[src/rtl/multicycle_control.sv]
// Moore sequencer for the multi-cycle MIPS datapath: steps each instruction
// through fetch/decode/execute/memory/writeback and drives every datapath control.
module multicycle_control #(
  parameter int CNT_W         = 32,
  parameter bit MEM_HANDSHAKE = 1'b1
) (
  input  logic             clk,
  input  logic             reset,
  input  logic [5:0]       op,
  input  logic [5:0]       funct,
  input  logic             mem_ready,
  output logic             iord,
  output logic             mem_read,
  output logic             mem_write,
  output logic             ir_write,
  output logic             reg_dst,
  output logic             mem_to_reg,
  output logic             reg_write,
  output logic             alu_src_a,
  output logic [1:0]       alu_src_b,
  output logic             zero_ext,
  output logic [2:0]       alu_control,
  output logic [1:0]       pc_src,
  output logic             pc_write,
  output logic             branch,
  output logic             illegal_instr,
  output logic [3:0]       state,
  output logic [CNT_W-1:0] retire_count
);

  typedef enum logic [3:0] {
    FETCH   = 4'd0,  DECODE = 4'd1,  MEMADR = 4'd2,  MEMRD  = 4'd3,
    MEMWB   = 4'd4,  MEMWR  = 4'd5,  RTYPEEX = 4'd6, ALUWB  = 4'd7,
    BEQEX   = 4'd8,  ADDIEX = 4'd9,  IWB    = 4'd10, ORIEX  = 4'd11,
    JEX     = 4'd12
  } state_t;

  // fetch marks the state whose IR/PC writes are qualified by mem_ready
  typedef struct packed {
    logic       iord;
    logic       mem_read;
    logic       mem_write;
    logic       fetch;
    logic       reg_dst;
    logic       mem_to_reg;
    logic       reg_write;
    logic       alu_src_a;
    logic [1:0] alu_src_b;
    logic       zero_ext;
    logic [2:0] alu_control;
    logic [1:0] pc_src;
    logic       pc_write;
    logic       branch;
  } ctrl_t;

  localparam logic [5:0] OP_RTYPE = 6'b000000;
  localparam logic [5:0] OP_LW    = 6'b100011;
  localparam logic [5:0] OP_SW    = 6'b101011;
  localparam logic [5:0] OP_BEQ   = 6'b000100;
  localparam logic [5:0] OP_ADDI  = 6'b001000;
  localparam logic [5:0] OP_ORI   = 6'b001101;
  localparam logic [5:0] OP_J     = 6'b000010;

  // Returns {supported, alu_control} for an R-type funct field.
  function automatic logic [3:0] funct_decode(input logic [5:0] f);
    case (f)
      6'b000000: return {1'b1, 3'b100};
      6'b100000: return {1'b1, 3'b010};
      6'b100010: return {1'b1, 3'b110};
      6'b100100: return {1'b1, 3'b000};
      6'b100101: return {1'b1, 3'b001};
      6'b101011: return {1'b1, 3'b111};
      default:   return {1'b0, 3'b010};
    endcase
  endfunction

  function automatic ctrl_t decode_ctrl(input state_t s, input logic [2:0] rtype_alu);
    ctrl_t c;
    c             = '0;
    c.alu_control = 3'b010;
    case (s)
      FETCH:   begin c.mem_read = 1'b1; c.alu_src_b = 2'b01; c.fetch = 1'b1; end
      DECODE:  c.alu_src_b = 2'b11;
      MEMADR:  begin c.alu_src_a = 1'b1; c.alu_src_b = 2'b10; end
      MEMRD:   begin c.iord = 1'b1; c.mem_read = 1'b1; end
      MEMWB:   begin c.mem_to_reg = 1'b1; c.reg_write = 1'b1; end
      MEMWR:   begin c.iord = 1'b1; c.mem_write = 1'b1; end
      RTYPEEX: begin c.alu_src_a = 1'b1; c.alu_control = rtype_alu; end
      ALUWB:   begin c.reg_dst = 1'b1; c.reg_write = 1'b1; end
      BEQEX:   begin
        c.alu_src_a = 1'b1; c.alu_control = 3'b110; c.branch = 1'b1; c.pc_src = 2'b01;
      end
      ADDIEX:  begin c.alu_src_a = 1'b1; c.alu_src_b = 2'b10; end
      ORIEX:   begin
        c.alu_src_a = 1'b1; c.alu_src_b = 2'b10; c.zero_ext = 1'b1; c.alu_control = 3'b001;
      end
      IWB:     c.reg_write = 1'b1;
      JEX:     begin c.pc_src = 2'b10; c.pc_write = 1'b1; end
      default: c.alu_control = 3'b010;
    endcase
    return c;
  endfunction

  state_t           state_r;
  state_t           next_s;
  ctrl_t            ctrl_r;
  logic [3:0]       funct_dec_s;
  logic             ready_s;
  logic             illegal_s;
  logic             retire_s;
  logic [CNT_W-1:0] count_r;

  assign ready_s     = MEM_HANDSHAKE ? mem_ready : 1'b1;
  assign funct_dec_s = funct_decode(funct);

  // Next-state selection, illegal-instruction detection and retirement strobe.
  always_comb begin
    next_s    = FETCH;
    illegal_s = 1'b0;
    retire_s  = 1'b0;
    case (state_r)
      FETCH:   if (ready_s) next_s = DECODE; else next_s = FETCH;
      DECODE: begin
        case (op)
          OP_RTYPE:     next_s = RTYPEEX;
          OP_LW, OP_SW: next_s = MEMADR;
          OP_BEQ:       next_s = BEQEX;
          OP_ADDI:      next_s = ADDIEX;
          OP_ORI:       next_s = ORIEX;
          OP_J:         next_s = JEX;
          default: begin
            next_s    = FETCH;
            illegal_s = 1'b1;
          end
        endcase
      end
      MEMADR:  if (op == OP_LW) next_s = MEMRD; else next_s = MEMWR;
      MEMRD:   if (ready_s) next_s = MEMWB; else next_s = MEMRD;
      MEMWB:   begin next_s = FETCH; retire_s = 1'b1; end
      MEMWR: begin
        if (ready_s) begin
          next_s   = FETCH;
          retire_s = 1'b1;
        end else begin
          next_s   = MEMWR;
        end
      end
      RTYPEEX: begin
        if (funct_dec_s[3]) begin
          next_s    = ALUWB;
        end else begin
          next_s    = FETCH;
          illegal_s = 1'b1;
        end
      end
      ALUWB:   begin next_s = FETCH; retire_s = 1'b1; end
      BEQEX:   begin next_s = FETCH; retire_s = 1'b1; end
      ADDIEX:  next_s = IWB;
      ORIEX:   next_s = IWB;
      IWB:     begin next_s = FETCH; retire_s = 1'b1; end
      JEX:     begin next_s = FETCH; retire_s = 1'b1; end
      default: next_s = FETCH;
    endcase
  end

  // State, retire counter and control word decoded ahead from the next state.
  always_ff @(posedge clk) begin
    if (reset) begin
      state_r <= FETCH;
      ctrl_r  <= decode_ctrl(FETCH, 3'b010);
      count_r <= '0;
    end else begin
      state_r <= next_s;
      ctrl_r  <= decode_ctrl(next_s, funct_dec_s[2:0]);
      if (retire_s) begin
        count_r <= count_r + CNT_W'(1);
      end else begin
        count_r <= count_r;
      end
    end
  end

  // Strobes are gated by reset so nothing fires while it is held.
  assign iord          = ctrl_r.iord;
  assign mem_read      = ctrl_r.mem_read & ~reset;
  assign mem_write     = ctrl_r.mem_write & ~reset;
  assign ir_write      = ctrl_r.fetch & ready_s & ~reset;
  assign reg_dst       = ctrl_r.reg_dst;
  assign mem_to_reg    = ctrl_r.mem_to_reg;
  assign reg_write     = ctrl_r.reg_write & ~reset;
  assign alu_src_a     = ctrl_r.alu_src_a;
  assign alu_src_b     = ctrl_r.alu_src_b;
  assign zero_ext      = ctrl_r.zero_ext;
  assign alu_control   = ctrl_r.alu_control;
  assign pc_src        = ctrl_r.pc_src;
  assign pc_write      = (ctrl_r.pc_write | (ctrl_r.fetch & ready_s)) & ~reset;
  assign branch        = ctrl_r.branch & ~reset;
  assign illegal_instr = illegal_s & ~reset;
  assign state         = state_r;
  assign retire_count  = count_r;

endmodule

[config.mk]
export PLATFORM = sky130hd
export DESIGN_NAME = multicycle_control
export DESIGN_NICKNAME = d
export VERILOG_FILES = /design/src/rtl/multicycle_control.sv
export SDC_FILE = /design/constraint.sdc
export NUM_CORES = 1
export LEC_CHECK = 0
export CAP_MARGIN = 40
export CORE_MARGIN = 1.5
export CORE_UTILIZATION = 54
export CTS_BUF_LIST = sky130_fd_sc_hd__clkbuf_8
export DETAILED_ROUTE_END_ITERATION = 10
export PLACE_DENSITY = 0.86
export SYNTH_ARGS = -nofsm -noshare
export SYNTH_HDL_FRONTEND = slang
export SYNTH_SLANG_ARGS = --single-unit
[constraint.sdc]
create_clock -name clk -period 5.7 [get_ports clk]
set_input_delay 0.855 -clock clk [delete_from_list [all_inputs] [get_ports clk]]
set_output_delay 0.855 -clock clk [all_outputs]
set_load 0.01 [all_outputs]
Word-level counts from Yosys, hierarchy flattened

Cells that the tools add are included.

Add/sub/neg operators: 1
Multiply operators: 0
Div/mod/pow operators: 0
$lt $le $gt $ge: 0
Equality and inequality tests: 35
Shift operators: 0
Muxes and demuxes: 27
Bitwise logic cells: 10
Reduce and logical (&&, ||, !) cells: 13

Operators by type and width:

| operator              | number |
|---|---|
| $pmux 4 s6            | 2 |
| $eq 6x6->1 const B    | 7 |
| $eq 4x4->1 const B    | 10 |
| $add 32x1->32 const B | 1 |
| $eq 4x3->1 const B    | 8 |
| $pmux 4 s7            | 1 |
| $eq 4x2->1 const B    | 4 |
| $mux 1                | 15 |
| $eq 6x4->1 const B    | 2 |
| $logic_not 6->1       | 2 |
| $mux 3                | 4 |
| $reduce_or 5->1       | 2 |
| $pmux 3 s3            | 1 |
| $and 1x1->1           | 8 |
| $eq 4x1->1 const B    | 2 |
| $logic_not 4->1       | 2 |
| $reduce_or 2->1       | 4 |
| $reduce_or 7->1       | 1 |
| $eq 6x2->1 const B    | 1 |
| $eq 6x3->1 const B    | 1 |
| $pmux 2 s3            | 1 |
| $reduce_or 3->1       | 2 |
| $pmux 1 s2            | 2 |
| $pmux 2 s2            | 1 |
| 2 further kinds       | 2 |

Flip-flop bits (word level): 54
Latch bits: 0
Bits in writable memories: 0
Bits in read-only memories: 0
Input bits: 15
Memories kept: 0

Longest topological paths before layout

Gate-level depths: netlist of the first run.

Depth after elaboration: 7
Gate-level depth with buffers: 8
Mapped depth without buffers: 6

Worst setup path before layout of the first run

Ideal clock, no wire load.

Path kind: input to output
Start point: input port op[2]
End point: output port illegal_instr
Arrival time: 2.099 ns
Required time: 4.845 ns
Setup slack: 2.746 ns
Cell stages on the path: 6
Cells stage by stage: clkbuf_1 > and3b_1 > a31oi_1 > a211oi_1 > o31a_1 > nor3_1

Longest elaborated chain between the ends: 5

RTL lines:

| element                                  | line | text |
|---|---|---|
| from (decl)                              | 9    | `input logic [5:0] op,` |
| $eq 6x6->1, or another cell as far along | 124  | `case (op)` |
| $reduce_or 7->1 (no source line) *       | --   |  |
| $mux 1 *                                 | 124  |  |
| $pmux 1 s2 *                             | 121  | `case (state_r)` |
| $and 1x1->1 *                            | 198  | `assign illegal_instr = illegal_s & ~reset;` |
| to (decl)                                | 26   | `output logic illegal_instr,` |

Every way passes the cells marked *; elsewhere a longest branch is shown, timed or not.

Final worst setup path of the first run

Ends and elaborated chain as after synthesis.

==> metrics.csv, run 1 <==
metric,value,unit
CP startpoint,op[2],
CTS Hold Bufs,0,
TritonCTS clock tree,done,
Synth Flop Type,dfxtp_1,
Reg-to-Reg Start,state[3],
max capacitance violation total,0,
post-synth cell types,58,
layout cell share with drive strength beyond 1,4.68,%
Die H,72.8,um
Avg Inst Size Synth,8.60,um2
DP Area,3300,um2
drt pass-1 iters,4,
DRT antenna net count,0,
CTS H-Tree Depth,2,
fill cell count,370,
PwrDens,201,nW/um2
Clock Skew,0.00481,ns
CTS buffer count,5,
Crit path largest cell delay,0.64,ns
post_cts resized,0,
vias in the first global route,2018,
routed vias/inst,5.50,
Tot Pwr,0.686,mW
reg2reg setup slack,3.14,ns
clk root buf,clkbuf_8,
routed vias,2364,
area growth from synthesis to layout,29.7,%
CP max-delay cell,clkdlybuf4s50_1,
Post-CTS Setup Inserts,0,
GRT Util Overall,20.9,%
clock sink total,53,
drt drc,0,
worst hold path class,reg2reg,
remaining global-route overflow,0,
nets,378,
CP Capture Type,primary output,
yosys synthesis warning count,0,
critical path cell sequence,clkdlybuf4s50_1 > and3b_1 > a31oi_1 > a211oi_1 > o31a_1 > nor3_1 > clkdlybuf4s50_1,
final-report max-slew violation count,0,
"EDFF count, synth",0,
Mapped Nets,322,
# setup viols final,0,
reg2reg end,retire_count[24],
Longest Clk Path Bufs,2,
"Clk Latency, worst-skew pair",0.29,ns
Setup crit start kind,input port,
RSZ-0062 raised after global routing,no,
Core Area,4720,um2
critical path class,in2out,
"FF+latch count, synth",53,
first-pass GRT wire length,8910,um
setup TNS,0,ns
fmax,261,MHz
end of the critical path,illegal_instr,
drt wl/cell,13.0,um
maximum VDD drop,0.144,mV
Critical Path Fanout Max,9,
Netlist Area Pre-Place,2630,um2
status,"finished, final reports clean",
Post-Place Worst Slack,1.86,ns
cell depth of the worst flop-to-flop path,6,
P_leak,1.22,nW
Least-Margin Pin Slew,0.688,ns
Total Wirelength,5590,um
fin area,3410,um2
final worst slack,1.86,ns
final period utilization,67.3,%
antenna violations before repair,0,
ys async rst share,0,%
Most Frequent Cell on Critical Path,clkdlybuf4s50_1,
Die Width,72.8,um
largest net degree at the start of global routing,47,
post-synthesis sequential area ratio,40.3,%
Largest register FFs,32,
Die ar.,5300,um2
port buffer count,69,
initial core utilization,55.7,%
routability cong.,0.861,
max_slew headroom,53.7,%
IO Pins,70,
min cycle time layout,3.84,ns
Critical Path AT,2.98,ns
Rows,25,
HPWL Detailed,4020,um
Synth Instances,306,
Inserted Diodes,0,
Final Hold Vio Count,0,
Clock transition at path regs,0.09,ns
drt initial violations,117,
CP required,4.85,ns
-- critical path: cells and delay by family --
| family | cells | cell delay [ns] |
|---|---|---|
| compound gates | 3 | 0.57 |
| buf+inv | 2 | 1.21 |
| simple gates | 2 | 0.35 |
-- final cells by class --
type                       count  area, um2  area share (%)
clock inverter                 2       33.8           0.990
sequential                    53       1060            31.1
clock buffer                   6       82.6            2.42
tap                           67       83.8            2.46
inverter                       7       26.3           0.770
timing repair buffer          71        706            20.7
multi-input combinational    224       1420            41.6
-- power by group --
part,switching (mW),internal (mW)
logic,0.0287,0.0261
registers,0.00242,0.372
clock network,0.115,0.141
-- worst min-delay path by stage --
| stage | start | end | slack [ns] | cells after the start |
|---|---|---|---|---|
| final | retire_count[31] | retire_count[31] | 0.52 | 2 |
| after global routing | retire_count[31] | retire_count[31] | 0.56 | 2 |
| after CTS | retire_count[31] | retire_count[31] | 0.53 | 2 |
| after detailed placement | retire_count[31] | retire_count[31] | 0.51 | 2 |
| after global placement | retire_count[31] | retire_count[31] | 0.50 | 2 |
| after floorplan | retire_count[31] | retire_count[31] | 0.54 | 2 |
-- Yosys cell counts, types with 6 or more instances --
| cell | instances | area (um2) |
|---|---|---|
| and3_1 | 6 | 37.5 |
| buf_4 | 8 | 60.1 |
| clkbuf_1 | 9 | 33.8 |
| dfxtp_1 | 53 | 1060 |
| inv_1 | 7 | 26.3 |
| nand2_1 | 21 | 78.8 |
| nand3_1 | 10 | 50.1 |
| nand4_1 | 15 | 93.8 |
| nor2_1 | 51 | 191 |
| nor2b_1 | 8 | 50.1 |
| nor3_1 | 6 | 30.0 |
| xnor2_1 | 10 | 87.6 |
| xor2_1 | 23 | 201 |
-- kinds of logic (layout without fill, tap and decap cells) --
family | Yosys count | after routing | share of synthesized area, %
XOR/XNOR | 33 | 33 | 11.0
multiplexers | 1 | 1 | 0.380
AO/OA/AOI/OAI | 35 | 35 | 10.1
adder cells (fa/ha/maj) | 1 | 1 | 0.475
AND/OR/NAND/NOR | 154 | 154 | 32.0
flip-flops | 53 | 53 | 40.3
buffers and inverters | 29 | 86 | 5.75
-- cells in the final DEF, fill, tap and decap left out, drive strengths merged, types with 3 or more instances in the layout --
cell type	n
nor4b	4
nand4	15
and2	4
clkbuf	6
nand3b	3
inv	8
nand2	21
o31ai	4
nor2	51
nand2b	4
xor2	23
or4	4
nand3	10
a211oi	3
o21ai	4
dfxtp	53
xnor2	10
a21oi	3
and3	6
clkdlybuf4s50	69
and4	3
nor2b	8
a31oi	3
nor3	6
-- stage by stage --
stage	instances	util [%]	hold WS (ns)
global placement	422	69.8	0.496
CTS	430	72.2	0.531
floorplan	306	-	0.544
detailed placement	422	69.8	0.506
finish	430	72.2	0.523
global route	430	72.2	0.558
-- metal layers --
layer  up-vias  part of all wire (%)  track usage [%]
met5         -                     0                0
met4         0                   1.1             5.24
met3         8                   6.0             3.73
met2        84                    47             35.3
met1      1099                    46             27.7
li1       1173                     -                -
No activity file was read; power rests on OpenSTA's default activity.
==> run 2, diff against run 1 <==
--- a/config.mk
+++ b/config.mk
@@ -7,10 +7,10 @@
 export LEC_CHECK = 0
 export CAP_MARGIN = 40
 export CORE_MARGIN = 1.5
-export CORE_UTILIZATION = 54
+export CORE_UTILIZATION = 45
 export CTS_BUF_LIST = sky130_fd_sc_hd__clkbuf_8
 export DETAILED_ROUTE_END_ITERATION = 10
-export PLACE_DENSITY = 0.86
+export PLACE_DENSITY = 0.76
 export SYNTH_ARGS = -nofsm -noshare
 export SYNTH_HDL_FRONTEND = slang
 export SYNTH_SLANG_ARGS = --single-unit
==> constraint.sdc (replaced) <==
create_clock -name clk -period 3.3 [get_ports clk]
set_input_delay 0.495 -clock clk [delete_from_list [all_inputs] [get_ports clk]]
set_output_delay 0.495 -clock clk [all_outputs]
set_load 0.01 [all_outputs]
==> run 2 against run 1 <==
Net effect:
- global-route usage down 1.9 points
- largest cell class unchanged
- sequential share of layout area about the same
- register-to-register slack worse by 2.4 ns
- final cell count up 1.9%
- non-clock buffer count up 3
- combinational power up 76%
- highest routed layer unchanged
- clock skew up 0.0012 ns
- clock power up 32%
==> metrics.csv, run 2 (synthesis gave the netlist of run 1 again) <==
metric,value,unit
layout cell share with drive strength beyond 1,5.19,%
Reg-to-Reg Start,state[0],
reg2reg end,alu_control[2],
antenna violations before repair,0,
Worst Hold Path EP,retire_count[31],
RSZ-0062 raised after global routing,no,
Critical Path Fanout Max,9,
CTS Hold Bufs,0,
"non-filler cells, final",438,
Post-CTS Setup Inserts,0,
sequential cell area,1060,um2
CTS buffer count,5,
# setup viols final,0,
"most common cell after layout, fill and taps aside",clkdlybuf4s50_1,
DP Area,3320,um2
placed cells,430,
initial core utilization,47.2,%
setup TNS,0,ns
final-report max-slew violation count,0,
largest net degree at the start of global routing,33,
Clock transition at path regs,0.09,ns
drt pass-1 iters,4,
maximum VDD drop,0.191,mV
Hold Crit Depth,2,
max capacitance violation total,0,
Core Area,5570,um2
fin area,3410,um2
nets,381,
max_slew headroom,54.5,%
Post-Place Worst Slack,0.186,ns
worst hold path class,reg2reg,
Largest register FFs,32,
critical path class,in2out,
final worst slack,0.175,ns
cell depth of the worst flop-to-flop path,5,
CTS H-Tree Depth,2,
vias in the first global route,2026,
drt wl/cell,13.4,um
Tot Pwr,1.08,mW
hold_sp,retire_count[31],
Die H,79.5,um
most frequent cells in the layout,"clkdlybuf4s50_1 (69), dfxtp_1 (53), nor2_1 (51), xor2_1 (23), nand2_1 (21)",
"Clk Latency, worst-skew pair",0.30,ns
Final Hold Vio Count,0,
Die ar.,6310,um2
Setup crit start kind,input port,
Die Width,79.5,um
Least-Margin Pin Slew,0.680,ns
HPWL Detailed,4390,um
TritonCTS clock tree,done,
Total Wirelength,5880,um
GRT Util Overall,19.0,%
clock sink total,53,
Inserted Diodes,0,
drt drc,0,
Longest Clk Path Bufs,2,
reg2reg setup slack,0.74,ns
IO Pins,70,
PwrDens,318,nW/um2
min cycle time layout,3.13,ns
CP Capture Type,primary output,
area growth from synthesis to layout,29.5,%
routability cong.,0.863,
routed vias/inst,5.42,
fill cell count,497,
multi-input logic area,1420,um2
Rows,27,
routed vias,2373,
DRT antenna net count,0,
port buffer count,69,
status,"finished, final reports clean",
remaining global-route overflow,0,
Clock Skew,0.00598,ns
final period utilization,94.7,%
Critical Path AT,2.63,ns
post_cts resized,0,
fmax,320,MHz
CP required,2.80,ns
clk root buf,clkbuf_8,
first-pass GRT wire length,9660,um
P_leak,1.22,nW
drt initial violations,109,
## run 2: cell count changes in the layout (fill, tap and decap cells not counted), sizes merged
cell	before	now
buf	2	5
inv	8	9
bufinv	1	0
clkinvlp	0	1
clkbuf	6	5
## run 2: stage by stage
step / hold slack [ns] / util, %
global route: 0.572 / 61.1
global placement: 0.494 / 59.6
detailed placement: 0.526 / 59.6
floorplan: 0.544 / -
CTS: 0.553 / 61.1
finish: 0.537 / 61.1
## run 2: worst max path at each step
| stage | startpoint | end | slack [ns] |
|---|---|---|---|
| after floorplan | state[1] | alu_control[2] | 0.99 |
| after global placement | op[2] | illegal_instr | 0.20 |
| after detailed placement | op[2] | illegal_instr | 0.19 |
| after CTS | op[2] | illegal_instr | 0.18 |
| after global routing | op[2] | illegal_instr | 0.06 |
| final | op[2] | illegal_instr | 0.17 |
## run 2: power breakdown
group | internal [mW] | switching, mW | total, mW
Sequential | 0.643 | 0.00428 | 0.648
Clock | 0.144 | 0.196 | 0.340
Combinational | 0.0462 | 0.0504 | 0.0966
Total | 0.834 | 0.251 | 1.08
## run 2: routing by layer
layer	routed length [um]	track usage (%)	vias to the layer above	part of all wire (%)
li1	-	-	1181	-
met1	2750	26.0	1115	47
met2	2750	30.3	70	47
met3	308	3.43	7	5.2
met4	76	6.14	0	1.3
met5	0	0	-	0
## run 2: final cells by class
| type | count | share of cell area, % |
|---|---|---|
| multi-input combinational | 224 | 41.6 |
| sequential | 53 | 31.1 |
| timing repair buffer | 74 | 21.4 |
| tap | 72 | 2.64 |
| clock buffer | 5 | 2.02 |
| inverter | 7 | 0.771 |
| clock inverter | 3 | 0.441 |
## run 2: worst max-delay path, stage by stage
cell and delay (ns):
clkdlybuf4s50_1 0.63, and3b_1 0.22, a31oi_1 0.19, a211oi_1 0.10
o31a_1 0.30, nor3_1 0.13, clkdlybuf4s50_1 0.56
